--- src/rtl/imem_loader_pkg.sv ---
// Shared definitions for the instruction-memory loader.
//   - Default instruction-memory geometry (shared with the instruction memory).
//   - Header length of the load stream in bytes.
//   - Loader state encoding. ST_CSUM exists only when IMEM_LOADER_CSUM_EN is defined.
package imem_loader_pkg;

  localparam int IMEM_ADDR_W = 12;
  localparam int IMEM_DEPTH  = 4096;
  localparam int HDR_BYTES   = 4;

  typedef enum logic [2:0] {
    ST_HDR  = 3'd0,
    ST_DATA = 3'd1,
`ifdef IMEM_LOADER_CSUM_EN
    ST_CSUM = 3'd2,
`endif
    ST_DONE = 3'd3,
    ST_ERR  = 3'd4
  } state_t;

endpackage

--- src/rtl/imem_loader_pack.sv ---
// Byte-to-word packer for the loader stream.
// Bytes arrive least-significant first; on the fourth accepted byte the
// complete little-endian word is presented combinationally together with a
// one-cycle word_last pulse.
// Ports:
//   clk, rst   clock and synchronous active-high reset
//   take       a byte is accepted this cycle
//   data       the byte being accepted
//   word       assembled word (valid when word_last is 1)
//   word_last  the byte being accepted completes a word
module imem_loader_pack
  import imem_loader_pkg::*;
(
  input  logic        clk,
  input  logic        rst,
  input  logic        take,
  input  logic [7:0]  data,
  output logic [31:0] word,
  output logic        word_last
);

  localparam logic [1:0] LAST_IDX = 2'(HDR_BYTES - 1);

  logic [23:0] sr_r;
  logic [1:0]  idx_r;

  // Shift accepted bytes in from the top; the index wraps 3 -> 0 by itself.
  always_ff @(posedge clk) begin
    if (rst) begin
      sr_r  <= 24'h000000;
      idx_r <= 2'd0;
    end else if (take) begin
      sr_r  <= {data, sr_r[23:8]};
      idx_r <= idx_r + 2'd1;
    end else begin
      sr_r  <= sr_r;
      idx_r <= idx_r;
    end
  end

  assign word      = {data, sr_r};
  assign word_last = take & (idx_r == LAST_IDX);

endmodule

--- src/rtl/imem_loader.sv ---
// Instruction-memory loader: receives a byte stream (4-byte little-endian word
// count N followed by 4*N image bytes), writes the words to consecutive
// addresses from 0 and releases the processor clock-enable when complete.
// Optional macro IMEM_LOADER_CSUM_EN: one extra byte after the image must
// equal the XOR of all image bytes, otherwise the load is aborted.
// Ports:
//   clk, rst             clock and synchronous active-high reset
//   in_valid, in_data    byte stream input
//   in_ready             loader accepts a byte (transfer on in_valid & in_ready)
//   mem_we/addr/wdata    instruction-memory write port (registered)
//   proc_ce              processor clock-enable, high only after a good load
//   done, error          sticky completion / abort flags
module imem_loader
  import imem_loader_pkg::*;
#(
  parameter int ADDR_W = IMEM_ADDR_W,
  parameter int DEPTH  = IMEM_DEPTH
) (
  input  logic              clk,
  input  logic              rst,
  input  logic              in_valid,
  input  logic [7:0]        in_data,
  output logic              in_ready,
  output logic              mem_we,
  output logic [ADDR_W-1:0] mem_addr,
  output logic [31:0]       mem_wdata,
  output logic              proc_ce,
  output logic              done,
  output logic              error
);

  // One extra bit so a count of exactly DEPTH fits.
  localparam int CNT_W = ADDR_W + 1;

  state_t             state_r, state_next;
  logic [CNT_W-1:0]   n_r;
  logic [CNT_W-1:0]   word_cnt_r;
  logic               mem_we_r;
  logic [ADDR_W-1:0]  mem_addr_r;
  logic [31:0]        mem_wdata_r;
  logic               proc_ce_r, done_r, error_r;
  logic               fire_s, take_s, word_last_s, last_word_s;
  logic [31:0]        word_s;
`ifdef IMEM_LOADER_CSUM_EN
  logic [7:0]         xor_r;
`endif

  assign in_ready = (state_r == ST_HDR) || (state_r == ST_DATA)
`ifdef IMEM_LOADER_CSUM_EN
                    || (state_r == ST_CSUM)
`endif
                    ;
  assign fire_s      = in_valid & in_ready;
  assign take_s      = fire_s & ((state_r == ST_HDR) || (state_r == ST_DATA));
  assign last_word_s = ((word_cnt_r + CNT_W'(1)) == n_r);

  imem_loader_pack u_pack (
    .clk       (clk),
    .rst       (rst),
    .take      (take_s),
    .data      (in_data),
    .word      (word_s),
    .word_last (word_last_s)
  );

  // State register.
  always_ff @(posedge clk) begin
    if (rst) begin
      state_r <= ST_HDR;
    end else begin
      state_r <= state_next;
    end
  end

  // Next-state logic; DONE and ERR are terminal until reset.
  always_comb begin
    state_next = state_r;
    case (state_r)
      ST_HDR: begin
        if (word_last_s) begin
          if (word_s == 32'd0) begin
`ifdef IMEM_LOADER_CSUM_EN
            state_next = ST_CSUM;
`else
            state_next = ST_DONE;
`endif
          end else if (word_s > 32'(DEPTH)) begin
            state_next = ST_ERR;
          end else begin
            state_next = ST_DATA;
          end
        end else begin
          state_next = ST_HDR;
        end
      end
      ST_DATA: begin
        if (word_last_s && last_word_s) begin
`ifdef IMEM_LOADER_CSUM_EN
          state_next = ST_CSUM;
`else
          state_next = ST_DONE;
`endif
        end else begin
          state_next = ST_DATA;
        end
      end
`ifdef IMEM_LOADER_CSUM_EN
      ST_CSUM: begin
        if (fire_s) begin
          state_next = (in_data == xor_r) ? ST_DONE : ST_ERR;
        end else begin
          state_next = ST_CSUM;
        end
      end
`endif
      ST_DONE: state_next = ST_DONE;
      ST_ERR:  state_next = ST_ERR;
      default: state_next = ST_ERR;
    endcase
  end

  // Word count capture, word counter and the registered write port.
  always_ff @(posedge clk) begin
    if (rst) begin
      n_r         <= '0;
      word_cnt_r  <= '0;
      mem_we_r    <= 1'b0;
      mem_addr_r  <= '0;
      mem_wdata_r <= 32'h00000000;
    end else begin
      mem_we_r <= 1'b0;
      if ((state_r == ST_HDR) && word_last_s) begin
        // Only the low bits matter: larger counts go to ERR and are never used.
        n_r        <= word_s[CNT_W-1:0];
        word_cnt_r <= '0;
      end else if ((state_r == ST_DATA) && word_last_s) begin
        mem_we_r    <= 1'b1;
        mem_addr_r  <= word_cnt_r[ADDR_W-1:0];
        mem_wdata_r <= word_s;
        word_cnt_r  <= word_cnt_r + CNT_W'(1);
      end else begin
        word_cnt_r <= word_cnt_r;
      end
    end
  end

`ifdef IMEM_LOADER_CSUM_EN
  // Running XOR of the image bytes; header bytes are excluded.
  always_ff @(posedge clk) begin
    if (rst) begin
      xor_r <= 8'h00;
    end else if ((state_r == ST_HDR) && word_last_s) begin
      xor_r <= 8'h00;
    end else if ((state_r == ST_DATA) && take_s) begin
      xor_r <= xor_r ^ in_data;
    end else begin
      xor_r <= xor_r;
    end
  end
`endif

  // Status flags follow the state one cycle late, so done/proc_ce rise only
  // after the final write strobe has completed.
  always_ff @(posedge clk) begin
    if (rst) begin
      done_r    <= 1'b0;
      error_r   <= 1'b0;
      proc_ce_r <= 1'b0;
    end else begin
      done_r    <= (state_r == ST_DONE);
      error_r   <= (state_r == ST_ERR);
      proc_ce_r <= (state_r == ST_DONE);
    end
  end

  assign mem_we    = mem_we_r;
  assign mem_addr  = mem_addr_r;
  assign mem_wdata = mem_wdata_r;
  assign done      = done_r;
  assign error     = error_r;
  assign proc_ce   = proc_ce_r;

endmodule

--- config.mk ---
export PLATFORM = sky130hd
export DESIGN_NAME = imem_loader
export DESIGN_NICKNAME = d
export VERILOG_FILES = /design/src/rtl/imem_loader_pkg.sv /design/src/rtl/imem_loader_pack.sv /design/src/rtl/imem_loader.sv
export SDC_FILE = /design/constraint.sdc
export NUM_CORES = 1
export LEC_CHECK = 0
export BUFFER_PORTS_ARGS = -buffer_cell sky130_fd_sc_hd__buf_2
export CAP_MARGIN = 20
export CORE_ASPECT_RATIO = 0.7
export CORE_UTILIZATION = 56
export DETAILED_ROUTE_END_ITERATION = 6
export GPL_ROUTABILITY_DRIVEN = 0
export PLACE_DENSITY = 0.78
export SYNTH_ARGS = -nofsm -noshare
export SYNTH_HDL_FRONTEND = slang
export SYNTH_SLANG_ARGS = --single-unit
export TNS_END_PERCENT = 30
--- constraint.sdc ---
create_clock -name clk -period 2.25 [get_ports clk]
set_input_delay 0.45 -clock clk [delete_from_list [all_inputs] [get_ports clk]]
set_output_delay 0.45 -clock clk [all_outputs]
set_load 0.02 [all_outputs]
==> impl_metrics.env, run 1 <==
export IMPL_setup_viol=0
export IMPL_io_buffers=59
export IMPL_cp_slowest_stage_delay_ps=540
export IMPL_p_total_mw=3.079
export IMPL_areaGrowthSynthToFinish_pct=13.24
export IMPL_grt_max_degree=73
export IMPL_ys_types=41
export IMPL_crit_chain="nor3b_2, and3_1, nand2_1, or3_1, a21oi_1"
export IMPL_cts_root_buf="clkbuf_8"
export IMPL_fin_util_pct=67.17
export IMPL_end_kind="flip-flop"
export IMPL_min_path_type="primary input to flip-flop"
export IMPL_clk_pin_slew_worst_paths_ps=100
export IMPL_drv_slew=0
export IMPL_clock_sinks=102
export IMPL_finalHoldViolCount=0
export IMPL_synth_top_area_share_pct=49.57
export IMPL_rsz0062_at_grt="false"
export IMPL_critical_path_class="flip-flop to flip-flop"
export IMPL_synthCells=509
export IMPL_netlist_area_um2=4119
export IMPL_clk_path_buf_depth=2
export IMPL_ant_nets=0
export IMPL_final_cell_mix="nand2_1, dfxtp_1, a21oi_1"
export IMPL_p_leak_nw=1.882
export IMPL_maxCapViolCount=0
export IMPL_place_inst=638
export IMPL_crit_path_top_delay_cell="nor3b_2"
export IMPL_numCtsBuffers=9
export IMPL_drive_gt1_share_pct=16.61
export IMPL_dr_total_vias=3539
export IMPL_via_per_inst=5.411
export IMPL_synthTopCellsByArea="dfxtp_1, nand2_1, a21oi_1, mux2i_1, nor2_1"
export IMPL_layout_commonest_cell="nand2_1"
export IMPL_grt_pass1_wl_mm=15.12
export IMPL_n_fill_cell=581
export IMPL_final_nets=568
export IMPL_worstMarginPinSlew_ps=580.2
export IMPL_fp_row_count=25
export IMPL_dieWidth_um=104.5
export IMPL_die_area_um2=7708
export IMPL_start_kind="flip-flop"
export IMPL_slew_limit_headroom_pct=61.15
export IMPL_ir_worst_vdd_v=0.0004462
export IMPL_antenna_cells=0
export IMPL_skew_ps=10.84
export IMPL_crit_buf_inv=0
export IMPL_regArea_um2=2042
export IMPL_antenna_found_initial=0
export IMPL_post_cts_buffers=0
export IMPL_syn_area_per_cell_um2=8.092
export IMPL_path_max_fanout=7
export IMPL_drc=0
export IMPL_grt_pass1_vias=3090
export IMPL_clk_latency_ps=370
export IMPL_synth_seq_area_share_pct=49.57
export IMPL_cts_resized=0
export IMPL_synth_area_leader_cell="dfxtp_1"
export IMPL_io_pins=60
export IMPL_multiInputGateArea_um2=1919
export IMPL_htree_levels=3
export IMPL_outcome="complete, no violations"
export IMPL_min_period_ps=1976
export IMPL_syn_nets=522
export IMPL_ys_ff_latch=102
export IMPL_cts_hold_buffers=0
export IMPL_track_usage_pct=25.11
export IMPL_wl_per_cell_um=14.16
export IMPL_floorplan_initialDensity_pct=59.32
export IMPL_die_h_um=73.76
export IMPL_instances_no_fill=654
export IMPL_cts_tree="built"
export IMPL_drtIter0Drc=224
export IMPL_critPathArrivalTime_ps=2260
export IMPL_dp_hpwl_mm=6.510
export IMPL_required_ps=2540
export IMPL_yosysWarnings=0
export IMPL_wl_mm=9.259
export IMPL_powerDensity_nw_per_um2=660.1
export IMPL_fmax_mhz=506.2
export IMPL_crit_family="simple AND/OR/NAND/NOR gates"
export IMPL_period_share_pct=87.80
export IMPL_core_area_um2=6944
export IMPL_first_pass_iters=4
export IMPL_grt_overflow_total=0
export IMPL_tns_ps=0
-- final cells by class --
type	count	share of cell area [%]
sequential	102	43.78
multi-input combinational	370	41.15
tap	94	2.521
clock inverter	6	1.073
inverter	2	0.1609
timing repair buffer	70	8.369
clock buffer	10	2.951
-- cells in the mapped netlist --
cell type and number:
a211oi_1 1, a21oi_1 80, a31oi_1 1, a41o_1 1, and3_1 2, and4_1 1
buf_1 2, buf_2 9, buf_4 2, clkbuf_1 22, dfxtp_1 102, ha_1 2
inv_1 2, maj3_1 1, mux2i_1 15, nand2_1 154, nand2b_1 3, nand3_1 5
nand3_4 1, nand3b_1 2, nand4_1 5, nor2_1 33, nor2b_1 5, nor3_1 4
nor3_2 1, nor3b_1 1, nor3b_2 1, nor4_1 7, nor4_2 2, nor4b_1 1
o2111a_1 1, o211ai_1 1, o21ai_0 6, o21ai_1 1, o311ai_0 1, o31ai_2 1
o32ai_1 1, or2_2 1, or3_1 6, xnor2_1 11, xor2_1 11
-- power by group --
group	internal [mW]	total, mW	leakage [nW]	switching [mW]
combinational	0.0391	0.120	0.963	0.0807
sequential	1.82	1.85	0.824	0.0250
clock	0.451	1.11	0.0956	0.660
-- cells by family (layout without fill, tap and decap cells) --
group / count (synthesis) / after routing / synth area share (%)
flip-flops: 102 / 102 / 49.57
AND/OR/NAND/NOR: 235 / 235 / 25.09
multiplexers: 15 / 15 / 3.645
adder cells (fa/ha/maj): 3 / 3 / 0.8505
buffers and inverters: 37 / 88 / 3.827
XOR/XNOR: 22 / 22 / 4.678
AO/OA/AOI/OAI: 95 / 95 / 12.33
-- sequential cells by signal, summed over array words and instances, names as in the netlist --
register      count
mem_wdata        32
done              1
error             1
u_pack.sr_r      24
u_pack.idx_r      2
state_r           3
word_cnt_r       13
mem_addr         12
n_r              13
mem_we            1
-- per-stage QoR --
stage | hold slack [ps] | instance area (um2) | setup WS [ps]
2_1_floorplan | 440.0 | 4119 | 587.8
3_3_place_gp | 437.9 | 4477 | 259.0
3_5_place_dp | 443.0 | 4477 | 217.3
4_1_cts | 322.0 | 4664 | 300.3
5_1_grt | 322.8 | 4664 | 165.7
6_report | 336.6 | 4664 | 274.5
-- worst paths after layout --
path                                          startpoint                      endpoint  slack, ps  cells after the start
worst max-delay path               state_r[1]$_SDFF_PP0_   word_cnt_r[10]$_SDFFE_PP0P_        270                      5
worst min-delay path                          in_data[3]  u_pack.sr_r[19]$_SDFFE_PP0P_        340                      3
worst max register to register     state_r[1]$_SDFF_PP0_   word_cnt_r[10]$_SDFFE_PP0P_        270                      5
worst min register to register  mem_addr[4]$_SDFFE_PP0P_      mem_addr[4]$_SDFFE_PP0P_        450                      2
-- worst register-to-register path: cells and delay by family, from the launching register on --
| kind | cells | cell delay [ps] |
|---|---|---|
| simple gates | 4 | 1360 |
| flops | 1 | 390 |
| compound gates | 1 | 150 |
-- metal layers --
layer	vias up	wire (um)	share of wire, %	global-route usage [%]
li1	1785	-	-	-
met1	1639	4544	49	37.05
met2	109	3941	43	36.94
met3	6	702	7.6	6.389
met4	0	71	0.77	4.762
met5	-	0	0	0
No activity file was read; power rests on OpenSTA's default activity.
==> inputs of run 2 (changes only) <==
--- a/config.mk
+++ b/config.mk
@@ -11,7 +11,8 @@
 export CORE_UTILIZATION = 56
 export DETAILED_ROUTE_END_ITERATION = 6
 export GPL_ROUTABILITY_DRIVEN = 0
-export PLACE_DENSITY = 0.78
+export PLACE_DENSITY = 0.89
+export REMOVE_ABC_BUFFERS = 1
 export SYNTH_ARGS = -nofsm -noshare
 export SYNTH_HDL_FRONTEND = slang
 export SYNTH_SLANG_ARGS = --single-unit
==> run 2 against run 1 <==
Count of clock-buffer cells in the layout grew 1. Register-to-register slack gained 20 ps. Setup slack gained 19 ps. Sequential share of layout area is essentially flat. Via count grew 1.5%. Clock power shrank 5%.
==> impl_metrics.env, run 2 (synthesis results as in run 1) <==
export IMPL_clk_pin_slew_worst_paths_ps=90
export IMPL_grt_pass1_vias=3316
export IMPL_final_cell_mix="nand2_1, dfxtp_1, a21oi_1"
export IMPL_critPathArrivalTime_ps=2250
export IMPL_largest_reg_flops=32
export IMPL_antenna_found_initial=0
export IMPL_grt_overflow_total=0
export IMPL_startpoint="word_cnt_r[0]$_SDFFE_PP0P_"
export IMPL_wl_per_cell_um=13.63
export IMPL_drive_gt1_share_pct=16.46
export IMPL_p_total_mw=3.027
export IMPL_setup_viol=0
export IMPL_crit_cells=6
export IMPL_wl_mm=8.900
export IMPL_clk_path_buf_depth=2
export IMPL_ant_nets=0
export IMPL_fmax_mhz=511.1
export IMPL_crit_family="simple AND/OR/NAND/NOR gates"
export IMPL_r2r_end="word_cnt_r[12]$_SDFFE_PP0P_"
export IMPL_maxCapViolCount=0
export IMPL_crit_path_top_delay_cell="dfxtp_1"
export IMPL_r2r_slack_ps=290
export IMPL_antenna_cells=0
export IMPL_cts_root_buf="clkbuf_8"
export IMPL_dp_hpwl_mm=6.308
export IMPL_place_area_um2=4476
export IMPL_p_leak_nw=1.876
export IMPL_dieWidth_um=104.5
export IMPL_final_cell_area_um2=4661
export IMPL_grt_use_met2_pct=40.91
export IMPL_cts_hold_buffers=0
export IMPL_cts_tree="built"
export IMPL_track_usage_pct=25.22
export IMPL_instances_no_fill=653
export IMPL_dr_total_vias=3591
export IMPL_required_ps=2550
export IMPL_crit_buf_inv=0
export IMPL_drtIter0Drc=176
export IMPL_r2r_start="word_cnt_r[0]$_SDFFE_PP0P_"
export IMPL_clock_sinks=102
export IMPL_globalRoute_busiestLayer="met2"
export IMPL_areaGrowthSynthToFinish_pct=13.15
export IMPL_io_pins=60
export IMPL_cp_slowest_stage_delay_ps=470
export IMPL_die_area_um2=7708
export IMPL_final_nets=567
export IMPL_outcome="complete, no violations"
export IMPL_post_cts_buffers=0
export IMPL_cts_resized=0
export IMPL_floorplan_initialDensity_pct=59.32
export IMPL_post_place_ws_ps=223.8
export IMPL_use_met1_pct=32.30
export IMPL_ir_worst_vdd_v=0.0005981
export IMPL_crit_end="word_cnt_r[12]$_SDFFE_PP0P_"
export IMPL_numCtsBuffers=9
export IMPL_io_buffers=59
export IMPL_crit_chain="ha_1, nand4_1, nor2_1, nand2_1, or3_1, a21oi_1"
export IMPL_clk_latency_ps=370
export IMPL_layout_commonest_cell="nand2_1"
export IMPL_rr_worst_depth=6
export IMPL_grtUsageMet3_pct=8.429
export IMPL_critical_path_class="flip-flop to flip-flop"
export IMPL_start_kind="flip-flop"
export IMPL_min_from="in_data[3]"
export IMPL_powerDensity_nw_per_um2=649.4
export IMPL_finalHoldViolCount=0
export IMPL_end_kind="flip-flop"
export IMPL_min_path_type="primary input to flip-flop"
export IMPL_via_per_inst=5.499
export IMPL_rsz0062_at_grt="false"
export IMPL_setup_ws_ps=293.6
export IMPL_path_max_fanout=6
export IMPL_worstMarginPinSlew_ps=530.8
export IMPL_grt_pass1_wl_mm=15.16
export IMPL_period_share_pct=86.95
export IMPL_first_pass_iters=5
export IMPL_die_h_um=73.76
export IMPL_fp_row_count=25
export IMPL_skew_ps=9.832
export IMPL_slew_limit_headroom_pct=64.61
export IMPL_drv_slew=0
export IMPL_grt_max_degree=82
export IMPL_place_inst=637
export IMPL_min_period_ps=1956
export IMPL_core_area_um2=6944
export IMPL_drc=0
export IMPL_htree_levels=3
==> run 2: metal layers <==
metal / vias up / part of all wire [%]
li1: 1778 / -
met1: 1682 / 46
met2: 122 / 45
met3: 9 / 7.4
met4: 0 / 1.0
met5: - / 0
==> run 2: worst min path at each step <==
stage,cells after the start,slack (ps),end
3_5_place_dp,2,450,mem_wdata[0]$_SDFFE_PP0P_
6_report,3,330,mem_wdata[27]$_SDFFE_PP0P_
5_1_grt,3,330,u_pack.sr_r[23]$_SDFFE_PP0P_
3_3_place_gp,2,440,mem_wdata[23]$_SDFFE_PP0P_
4_1_cts,3,310,u_pack.sr_r[22]$_SDFFE_PP0P_
2_1_floorplan,2,430,u_pack.idx_r[1]$_SDFFE_PP0P_
==> run 2: tightest hold or removal path, cell delays in order <==
cell	delay (ps)
buf_2	110
nand2_1	50
a21oi_1	50
==> run 2: area by class of cell <==
type | instances | area, um2
Clock buffer | 11 | 151.4
Sequential cell | 102 | 2042
Clock inverter | 5 | 33.78
Fill cell | 594 | 2283
Tap cell | 94 | 117.6
Timing Repair Buffer | 69 | 382.9
Multi-Input combinational cell | 370 | 1926
Inverter | 2 | 7.507
==> run 2: where the power goes <==
part / switching (mW) / internal [mW] / total [mW]
clock: 0.603 / 0.460 / 1.06
combinational: 0.0790 / 0.0388 / 0.118
sequential: 0.0224 / 1.82 / 1.85
==> run 2: stage by stage <==
stage               hold WS [ps]  util, %  setup TNS [ps]
floorplan                  434.0        -          -43930
CTS                        312.7    67.12               0
global placement           439.9    64.45               0
global route               325.9    67.12               0
finish                     330.4    67.12               0
detailed placement         445.1    64.45               0
